===== src/rtl/morse_stream_decoder.sv =====
// Morse key stream decoder: edge-detects dot/dash/char_end/word_end levels, decodes
// A-Z/0-9 to ASCII (plus optional word spaces) into a first-word-fall-through FIFO.
module morse_stream_decoder #(
  parameter int MAX_LEN    = 5,
  parameter int DEPTH      = 8,
  parameter bit EMIT_SPACE = 1'b1
) (
  input  logic                     clk,
  input  logic                     rst,
  input  logic                     dot,
  input  logic                     dash,
  input  logic                     char_end,
  input  logic                     word_end,
  output logic [7:0]               out_char,
  output logic                     out_valid,
  input  logic                     out_ready,
  output logic [$clog2(DEPTH):0]   fifo_count,
  output logic                     sym_err,
  output logic                     overflow
);

  localparam int AW = $clog2(DEPTH);
  localparam int CW = AW + 1;

  logic [3:0]         hist_q, hist_d;
  logic [3:0]         len_q, len_d;
  logic [MAX_LEN-1:0] code_q, code_d;
  logic               err_q, err_d;
  logic               gap_q, gap_d;
  logic               space_pend_q, space_pend_d;
  logic               stage_vld_q, stage_vld_d;
  logic               stage_bad_q, stage_bad_d;
  logic [7:0]         stage_data_q, stage_data_d;
  logic               sym_err_q, sym_err_d;
  logic               ovf_q, ovf_d;
  logic [AW-1:0]      wr_ptr_q, wr_ptr_d;
  logic [AW-1:0]      rd_ptr_q, rd_ptr_d;
  logic [CW-1:0]      count_q, count_d;
  logic [7:0]         mem [DEPTH];

  logic               dot_e, dash_e, ce_e, we_e, close, emit_space;
  logic [3:0]         len_a;
  logic [MAX_LEN-1:0] code_a;
  logic               err_a;
  logic [8:0]         look;
  logic               pop, room, push, push_space;
  logic [7:0]         push_data;

  // Code is read MSB-first as the keyed order, dot=0 dash=1; returns {hit, ascii}.
  function automatic logic [8:0] lookup(input logic [3:0] len, input logic [4:0] c);
    logic [7:0] ch;
    ch = 8'h00;
    case (len)
      4'd1: ch = c[0] ? "T" : "E";
      4'd2:
        case (c[1:0])
          2'b00:   ch = "I";
          2'b01:   ch = "A";
          2'b10:   ch = "N";
          default: ch = "M";
        endcase
      4'd3:
        case (c[2:0])
          3'b000:  ch = "S";
          3'b001:  ch = "U";
          3'b010:  ch = "R";
          3'b011:  ch = "W";
          3'b100:  ch = "D";
          3'b101:  ch = "K";
          3'b110:  ch = "G";
          default: ch = "O";
        endcase
      4'd4:
        case (c[3:0])
          4'b0000: ch = "H";
          4'b0001: ch = "V";
          4'b0010: ch = "F";
          4'b0100: ch = "L";
          4'b0110: ch = "P";
          4'b0111: ch = "J";
          4'b1000: ch = "B";
          4'b1001: ch = "X";
          4'b1010: ch = "C";
          4'b1011: ch = "Y";
          4'b1100: ch = "Z";
          4'b1101: ch = "Q";
          default: ch = 8'h00;
        endcase
      4'd5:
        case (c)
          5'b01111: ch = "1";
          5'b00111: ch = "2";
          5'b00011: ch = "3";
          5'b00001: ch = "4";
          5'b00000: ch = "5";
          5'b10000: ch = "6";
          5'b11000: ch = "7";
          5'b11100: ch = "8";
          5'b11110: ch = "9";
          5'b11111: ch = "0";
          default:  ch = 8'h00;
        endcase
      default: ch = 8'h00;
    endcase
    return {ch != 8'h00, ch};
  endfunction

  always_comb begin
    dot_e  = dot      & ~hist_q[0];
    dash_e = dash     & ~hist_q[1];
    ce_e   = char_end & ~hist_q[2];
    we_e   = word_end & ~hist_q[3];
    hist_d = {word_end, char_end, dash, dot};

    len_a  = len_q;
    code_a = code_q;
    err_a  = err_q;
    if (dot_e & dash_e) begin
      err_a = 1'b1;
    end else if (dot_e | dash_e) begin
      if (len_q == 4'(MAX_LEN)) begin
        err_a = 1'b1;
      end else begin
        code_a = {code_q[MAX_LEN-2:0], dash_e};
        len_a  = len_q + 4'd1;
      end
    end

    // A symbol keyed in the same cycle as a close belongs to the closing character.
    close        = ce_e | we_e;
    look         = lookup(len_a, code_a[4:0]);
    len_d        = len_a;
    code_d       = code_a;
    err_d        = err_a;
    stage_vld_d  = 1'b0;
    stage_bad_d  = 1'b0;
    stage_data_d = stage_data_q;
    if (close) begin
      len_d  = 4'd0;
      code_d = '0;
      err_d  = 1'b0;
      if ((len_a != 4'd0) || err_a) begin
        stage_vld_d  = 1'b1;
        stage_bad_d  = err_a | ~look[8];
        stage_data_d = (err_a | ~look[8]) ? 8'h3F : look[7:0];
      end
    end

    gap_d = gap_q;
    if (dot_e | dash_e) gap_d = 1'b0;
    if (we_e)           gap_d = 1'b1;
    emit_space = EMIT_SPACE && we_e && (!gap_q || (len_a != 4'd0) || err_a);

    // Staged characters win the write port; a blocked space waits rather than drops.
    pop        = (count_q != '0) & out_ready;
    room       = (count_q != CW'(DEPTH)) | pop;
    push_space = ~stage_vld_q & space_pend_q & room;
    push       = (stage_vld_q & room) | push_space;
    push_data  = stage_vld_q ? stage_data_q : 8'h20;

    space_pend_d = (space_pend_q & ~push_space) | emit_space;
    ovf_d        = ovf_q | (stage_vld_q & ~room);
    sym_err_d    = stage_vld_q & stage_bad_q;
    wr_ptr_d     = wr_ptr_q + AW'(push);
    rd_ptr_d     = rd_ptr_q + AW'(pop);
    count_d      = count_q + CW'(push) - CW'(pop);
  end

  always_ff @(posedge clk or negedge rst) begin
    if (!rst) begin
      hist_q       <= '0;
      len_q        <= '0;
      code_q       <= '0;
      err_q        <= 1'b0;
      gap_q        <= 1'b0;
      space_pend_q <= 1'b0;
      stage_vld_q  <= 1'b0;
      stage_bad_q  <= 1'b0;
      stage_data_q <= '0;
      sym_err_q    <= 1'b0;
      ovf_q        <= 1'b0;
      wr_ptr_q     <= '0;
      rd_ptr_q     <= '0;
      count_q      <= '0;
    end else begin
      hist_q       <= hist_d;
      len_q        <= len_d;
      code_q       <= code_d;
      err_q        <= err_d;
      gap_q        <= gap_d;
      space_pend_q <= space_pend_d;
      stage_vld_q  <= stage_vld_d;
      stage_bad_q  <= stage_bad_d;
      stage_data_q <= stage_data_d;
      sym_err_q    <= sym_err_d;
      ovf_q        <= ovf_d;
      wr_ptr_q     <= wr_ptr_d;
      rd_ptr_q     <= rd_ptr_d;
      count_q      <= count_d;
    end
  end

  always_ff @(posedge clk) begin
    if (push) mem[wr_ptr_q] <= push_data;
  end

  assign out_valid  = count_q != '0;
  assign out_char   = out_valid ? mem[rd_ptr_q] : 8'h00;
  assign fifo_count = count_q;
  assign sym_err    = sym_err_q;
  assign overflow   = ovf_q;

endmodule


===== config.mk =====
export PLATFORM = sky130hd
export DESIGN_NAME = morse_stream_decoder
export DESIGN_NICKNAME = d
export VERILOG_FILES = /design/src/rtl/morse_stream_decoder.sv
export SDC_FILE = /design/constraint.sdc
export NUM_CORES = 1
export LEC_CHECK = 0
export CORE_MARGIN = 4
export CORE_UTILIZATION = 60
export DETAILED_ROUTE_END_ITERATION = 12
export GPL_ROUTABILITY_DRIVEN = 0
export PLACE_DENSITY = 0.79
export SLEW_MARGIN = 25
export SYNTH_ARGS = -nofsm -noshare
export SYNTH_HDL_FRONTEND = slang
export SYNTH_SLANG_ARGS = --single-unit

===== constraint.sdc =====
create_clock -name clk -period 8.1 [get_ports clk]
set_input_delay 1.215 -clock clk [delete_from_list [all_inputs] [get_ports clk]]
set_output_delay 1.215 -clock clk [all_outputs]
set_load 0.02 [all_outputs]

==> results of run 1 <==
## power breakdown
group | internal, uW | leakage [uW] | switching [uW]
Combinational | 292 | 0.00105 | 324
Sequential | 623 | 0.000969 | 106
Clock | 122 | 0.0000981 | 176
Total | 1040 | 0.00212 | 606
## area by class of cell
class,instances,area [um2],area share (%)
flip-flops and latches,93,2610,46.4
multi-input cells,328,2380,42.4
repair buffers,21,203,3.60
well taps,105,131,2.34
clock buffers,9,124,2.20
inverters,26,97.6,1.74
clock inverters,7,75.1,1.34
## flip-flops by register name (all words and copies together), names as in the netlist, 3 cells and up
name,cells
mem,56
rd_ptr_q,3
stage_data_q,7
fifo_count,4
len_q,4
code_q,5
hist_q,4
wr_ptr_q,3
## metal layers
metal  wire length, um  up-vias  GRT usage, %
met5                 0        -             0
met2              5310      222          36.1
met4               280        0          8.38
li1                  -     1777             -
met1              4930     1872          35.3
met3               929       35          4.75
## logic make-up after synthesis
kind of cell	after synthesis	synth area share, %
and+or+nand+nor	152	14.2
AOI/OAI and AO/OA	119	15.3
DFF	93	49.9
buffers and inverters	55	4.71
muxes	29	9.00
adders and majority gates	20	4.93
xor gates and xnor gates	7	1.89
other	1	0.0717
## worst max-delay path by stage
stage               start                          end  slack (ns)  cells past startpoint
floorplan             dot  stage_data_q[3]$_DFFE_PN0P_        4.00                     16
global placement      dot  stage_data_q[3]$_DFFE_PN0P_        2.64                     15
detailed placement    dot  stage_data_q[3]$_DFFE_PN0P_        2.41                     15
CTS                   dot  stage_data_q[3]$_DFFE_PN0P_        2.78                     15
global route          dot  stage_data_q[3]$_DFFE_PN0P_        2.33                     15
finish                dot  stage_data_q[3]$_DFFE_PN0P_        2.64                     14
## per-stage QoR
step           total power, uW  utilization [%]
2_1_floorplan             1140                -
3_3_place_gp              1330             64.9
3_5_place_dp              1360             65.0
4_1_cts                   1660             67.4
5_1_grt                   1750             67.4
6_report                  1640             67.4
## worst reg2reg max path, delay by kind of cell, from the launching register on
kind,cells,cell delay (ns)
AND/OR/NAND/NOR,3,1.20
adder cells (fa/ha/maj),2,0.80
buffers and inverters,2,0.35
flip-flops,1,0.67
multiplexers,1,0.13
AO/OA/AOI/OAI,6,1.61
## cells in the final DEF (no fill, tap or decap), drive strengths merged, types with 4 or more instances in the layout
cell           count
edfxtp            56
nor2              55
dfrtp             37
a21oi             31
o21ai             31
nand2             30
inv               28
ha                19
clkdlybuf4s50     19
nand3             18
mux4              14
and2              13
mux2i             11
clkbuf             9
o211ai             9
nor3               8
a31oi              7
nand2b             6
a211oi             6
and3               4
nand4              4
mux2               4
o311ai             4
or3                4
o32ai              4
xnor2              4
clkinv             4
==> qor.yml, run 1 <==
timing:
  finalCriticalPeriod_ns: 5.46
  rsz0062_at_grt: "no"
  setup_viol: 0
  finalHoldViolations: 0
  clock_skew_ns: 0.0169
  timing.fmax_mhz: 183
  slew_violations: 0
  fin_crit_sh_pct: 67.4
  holdWs_ns: 0.473
  worst_pin_slew_ns: 0.917
  slew_headroom_pct: 38.7
  setup_ws_ns: 2.64
  tns_ns: 0
clock_network:
  cts_root_buf: "clkbuf_8"
  cts_hold_buffers: 0
  cts_max_level: 3
  clock_path_buffers: 2
  cts_num_sinks: 93
  cts_tree: "yes"
  clkLatencyLatePin_ns: 0.36
  path_clk_slew_ns: 0.09
  postCtsSetupRepairBufs: 0
  numCtsBuffers: 9
  ctsResizeCount: 0
drt:
  first_pass_iters: 6
  first_iter_violations: 564
  ant_nets: 0
  routedWlPerCell_um: 19.4
  wirelength_um: 11400
  route.detailed.drc: 0
  vias_per_cell: 6.63
  via_count: 3906
grt:
  overflow: 0
  grt_pass1_wl_um: 19100
  antenna_found_initial: 0
  grt_max_degree: 38
  track_usage_pct: 24.0
  grt_pass1_vias: 3737
floorplanning:
  row_count: 33
  die_h_um: 101
  die_x_um: 101
  ios: 22
  coreArea_um2: 8340
  die_area_um2: 10300
  start_util_pct: 62.7
placed_design:
  pre_cts_ws_ns: 2.41
  io_buffers: 20
  dp_hpwl_um: 8090
  placedInstanceArea_um2: 5420
  dp.cells: 573
cells_and_area:
  drive_above_1_share_pct: 11.2
  fillers: 608
  stdcell_area_um2: 5620
  nets: 506
  diodes: 0
  fin_cells: 589
  area_delta_synth_final_pct: 7.54
critical_path:
  setup.worst_path.class: "primary input to flop"
  rr_startpoint: "len_q[1]$_DFF_PN0_"
  path_cells: "clkdlybuf4s50_1, nor2b_1, xnor2_4, nand2_1, a21oi_1, ha_1, inv_1, o311ai_0, mux2i_1, a22oi_1, o211ai_1, nor2_1, a41oi_2, o211ai_1"
  ff2ff_setup_slack_ns: 3.25
  cp-end-kind: "flop"
  cp_data_required_time_ns: 8.36
  cp_slowest_cell: "nor2b_1"
  critPathArrivalTime_ns: 5.72
  crit_fanout: 19
  reg2regPathDepth: 14
  slowest_delay_ns: 0.74
  r2r_end: "stage_data_q[3]$_DFFE_PN0P_"
  cp.buffers_inverters: 2
  cp_top_family: "compound AO/OA/AOI/OAI gates"
  startpoint_type: "primary input"
  path_common_cell: "o211ai_1"
synth:
  synth.net_count: 503
  async_flop_share_pct: 39.8
  synth_top_cells_by_count: "edfxtp_1, nor2_1, dfrtp_1"
  ys_seq_area_share_pct: 49.9
  yosysMostFrequentCell: "edfxtp_1"
  ys.flop_type: "edfxtp_1"
  synth_top_area_share_pct: 32.2
  syn_area_um2: 5230
  synth_cell_type_count: 66
  synth_edf_count: 56
  syn_area_per_cell_um2: 11.0
  synth.area.top_cells: "edfxtp_1, dfrtp_1, mux4_2, ha_1, nor2_1"
  yosysWarningCount: 0
  synth_top_cell_by_area: "edfxtp_1"
  synthCells: 476
  postSynthRegisterBits: 93
power_and_ir_drop:
  leakagePower_uw: 0.00212
  peakVddDrop_mv: 0.197
  cellPowerDensity_nw_per_um2: 292
worst_hold_path:
  min_path_type: "flop to flop"
  hold_path_depth: 1
  hold_end: "sym_err$_DFF_PN0_"
  hp-start: "stage_bad_q$_DFF_PN0_"
run_status:
  run_status: "complete, no violations"
run:
  drv_cap: 0
Note: power is estimated with default switching activity, not from simulation.
==> inputs of run 2 (changes only) <==
clock period = 5.2 ns   (was 8.1 ns; I/O delays follow)
==> run 2 against run 1 <==
Global-route usage is 0.37 points higher. Sequential power is 56% higher. Power increased by 58%. Critical path type unchanged. Clock skew down 0.0030 ns. Highest routed layer unchanged. Count of clock-buffer cells in the layout unchanged. Largest cell class unchanged.
==> qor.yml, run 2 (same netlist as run 1, synthesis figures left out) <==
run_status:
  run_status: "complete, no violations"  # unchanged
grt:
  gr-usage-met3_pct: 6.27  # was 4.75%
  grt_pass1_wl_um: 19200  # was 19100 um
  grtUsageMet2_pct: 37.4  # was 36.1%
  antenna_found_initial: 0  # unchanged
  grt_max_degree: 38  # unchanged
  track_usage_pct: 24.4  # was 24.0%
  overflow: 0  # unchanged
  grt.busiest_layer: "met2"  # unchanged
  grt_pass1_vias: 3744  # was 3737
  grtUsageMet1_pct: 34.5  # was 35.3%
placed_design:
  placedInstanceArea_um2: 5470  # was 5420 um2
  io_buffers: 20  # unchanged
  dp_hpwl_um: 8230  # was 8090 um
run:
  drv_cap: 0  # unchanged
power_and_ir_drop:
  power.switching_uw: 968  # was 606 uW
  cellPowerDensity_nw_per_um2: 456  # was 292 nW/um2
  p_comb_share_pct: 37.5  # about the same
  p_total_uw: 2590  # was 1640 uW
  power_frac_seq_pct: 44.1  # was 44.4%
  internal-power_uw: 1620  # was 1040 uW
  leakagePower_uw: 0.00215  # was 0.00212 uW
  swShare_pct: 37.4  # was 36.9%
  power_frac_clock_pct: 18.4  # was 18.1%
  peakVddDrop_mv: 0.341  # was 0.197 mV
worst_hold_path:
  hold_path_depth: 1  # unchanged
  hp-start: "overflow$_DFF_PN0_"  # was stage_bad_q$_DFF_PN0_
  min_path_type: "flop to flop"  # unchanged
  hold_end: "overflow$_DFF_PN0_"  # was sym_err$_DFF_PN0_
cells_and_area:
  regArea_um2: 2610  # about the same
  reg_top3: "mem (56), stage_data_q (7), code_q (5)"  # unchanged
  fillers: 605  # was 608
  nets: 512  # was 506
  area_delta_synth_final_pct: 8.52  # was 7.54%
  largest-register: "mem"  # unchanged
  multi_input_area_um2: 2380  # unchanged
  stdcell_area_um2: 5670  # was 5620 um2
  final_common_cell: "edfxtp_1"  # unchanged
  drive_above_1_share_pct: 12.4  # was 11.2%
  layout_common_cells: "edfxtp_1, nor2_1, dfrtp_1"  # unchanged
  largest_reg_flops: 56  # unchanged
  diodes: 0  # unchanged
floorplanning:
  die_h_um: 101  # unchanged
  ios: 22  # unchanged
  start_util_pct: 62.7  # unchanged
  coreArea_um2: 8340  # unchanged
  row_count: 33  # unchanged
  die_area_um2: 10300  # unchanged
  die_x_um: 101  # unchanged
clock_network:
  ctsResizeCount: 0  # unchanged
  clkLatencyLatePin_ns: 0.36  # about the same
  numCtsBuffers: 9  # unchanged
  path_clk_slew_ns: 0.09  # about the same
  postCtsSetupRepairBufs: 0  # unchanged
  cts_hold_buffers: 0  # unchanged
  clock_path_buffers: 2  # unchanged
  cts_root_buf: "clkbuf_8"  # unchanged
  cts_num_sinks: 93  # unchanged
  cts_tree: "yes"  # unchanged
  cts_max_level: 3  # unchanged
drt:
  routedWlPerCell_um: 20.0  # was 19.4 um
  vias_per_cell: 6.59  # was 6.63
  ant_nets: 0  # unchanged
  first_iter_violations: 544  # was 564
  route.detailed.drc: 0  # unchanged
  via_count: 3920  # was 3906
  first_pass_iters: 8  # was 6
  wirelength_um: 11900  # was 11400 um
timing:
  setup_viol: 0  # unchanged
  tns_ns: 0  # unchanged
  finalHoldViolations: 0  # unchanged
  timing.fmax_mhz: 224
  worst_pin_slew_ns: 0.893  # was 0.917 ns
  slew_violations: 0  # unchanged
  holdWs_ns: 0.473  # about the same
  clock_skew_ns: 0.0140  # was 0.0169 ns
  rsz0062_at_grt: "no"  # unchanged
  finalCriticalPeriod_ns: 4.46
  slew_headroom_pct: 40.5  # was 38.7%
  fin_crit_sh_pct: 85.8
critical_path:
  path_cells: "clkdlybuf4s50_1, nand2b_1, xnor2_4, nand2_1, a21oi_1, inv_1, ha_1, and2_1, a21oi_1, o211ai_1, o32ai_1, a21oi_1, nor4_2, a41oi_2, o21ai_1"  # was clkdlybuf4s50_1, nor2b_1, xnor2_4, nand2_1, a21oi_1, ha_1, inv_1, o311ai_0, mux2i_1, a22oi_1, o211ai_1, nor2_1, a41oi_2, o211ai_1
  cp.buffers_inverters: 2  # unchanged
  crit_fanout: 19  # unchanged
  reg2regPathDepth: 16  # was 14
  path_common_cell: "a21oi_1"  # was o211ai_1
  setup.worst_path.class: "primary input to flop"  # unchanged
  ff2ff_setup_slack_ns: 0.86  # was 3.25 ns
  cp_top_family: "compound AO/OA/AOI/OAI gates"  # unchanged
  cp_data_required_time_ns: 5.48  # was 8.36 ns
  startpoint_type: "primary input"  # unchanged
  slowest_delay_ns: 0.55  # was 0.74 ns
  cp_slowest_cell: "xnor2_4"  # was nor2b_1
  critPathArrivalTime_ns: 4.75  # was 5.72 ns
  rr_startpoint: "len_q[1]$_DFF_PN0_"  # unchanged
  r2r_end: "stage_data_q[5]$_DFFE_PN0P_"  # was stage_data_q[3]$_DFFE_PN0P_
  cp-end-kind: "flop"  # unchanged
==> run 2: worst reg2reg max path, cell delays in order, from the launching register on <==
cell and delay [ns]:
dfrtp_1 0.64, inv_1 0.14, ha_1 0.25, nand3b_1 0.34
buf_4 0.28, nand2_1 0.09, a21oi_1 0.40, inv_1 0.20
ha_1 0.34, and2_1 0.24, a21oi_1 0.13, o211ai_1 0.12
o32ai_1 0.15, a21oi_1 0.16, nor4_2 0.36, a41oi_2 0.26
o21ai_1 0.16
==> run 2: worst max-delay path by stage <==
stage	start	endpoint	cells after the start
CTS	dash	stage_data_q[3]$_DFFE_PN0P_	15
finish	dash	stage_data_q[5]$_DFFE_PN0P_	15
global route	dash	stage_data_q[4]$_DFFE_PN0P_	16
global placement	dash	stage_data_q[3]$_DFFE_PN0P_	15
floorplan	dot	stage_data_q[3]$_DFFE_PN0P_	16
detailed placement	dash	stage_data_q[3]$_DFFE_PN0P_	15
==> run 2: per-layer routing <==
| metal | vias to the layer above | share of wire [%] |
|---|---|---|
| met5 | - | 0 |
| met4 | 0 | 2.5 |
| met3 | 39 | 8.9 |
| met2 | 209 | 46 |
| met1 | 1884 | 42 |
| li1 | 1788 | - |
==> run 2: power by group through the flow <==
stage | clock (uW) | combinational, uW | sequential (uW)
after floorplan | 0 | 708 | 1070
after global placement | 0 | 930 | 1140
after detailed placement | 0 | 971 | 1160
after CTS | 483 | 976 | 1140
after global routing | 516 | 1060 | 1170
final | 477 | 970 | 1140
==> run 2: final cells by class <==
type	count	share of cell area [%]
multi-input cells	328	42.0
repair buffers	27	4.37
well taps	105	2.32
inverters	26	1.72
clock buffers	9	2.18
flip-flops and latches	93	46.0
clock inverters	7	1.41
==> run 2: through the flow <==
step                      cells  worst slack [ns]  utilization (%)
after detailed placement    579             0.483             65.6
after CTS                   595             0.820             68.0
final                       595             0.738             68.0
after global placement      579             0.701             65.5
after global routing        595             0.450             68.0
after floorplan             476              1.53                -
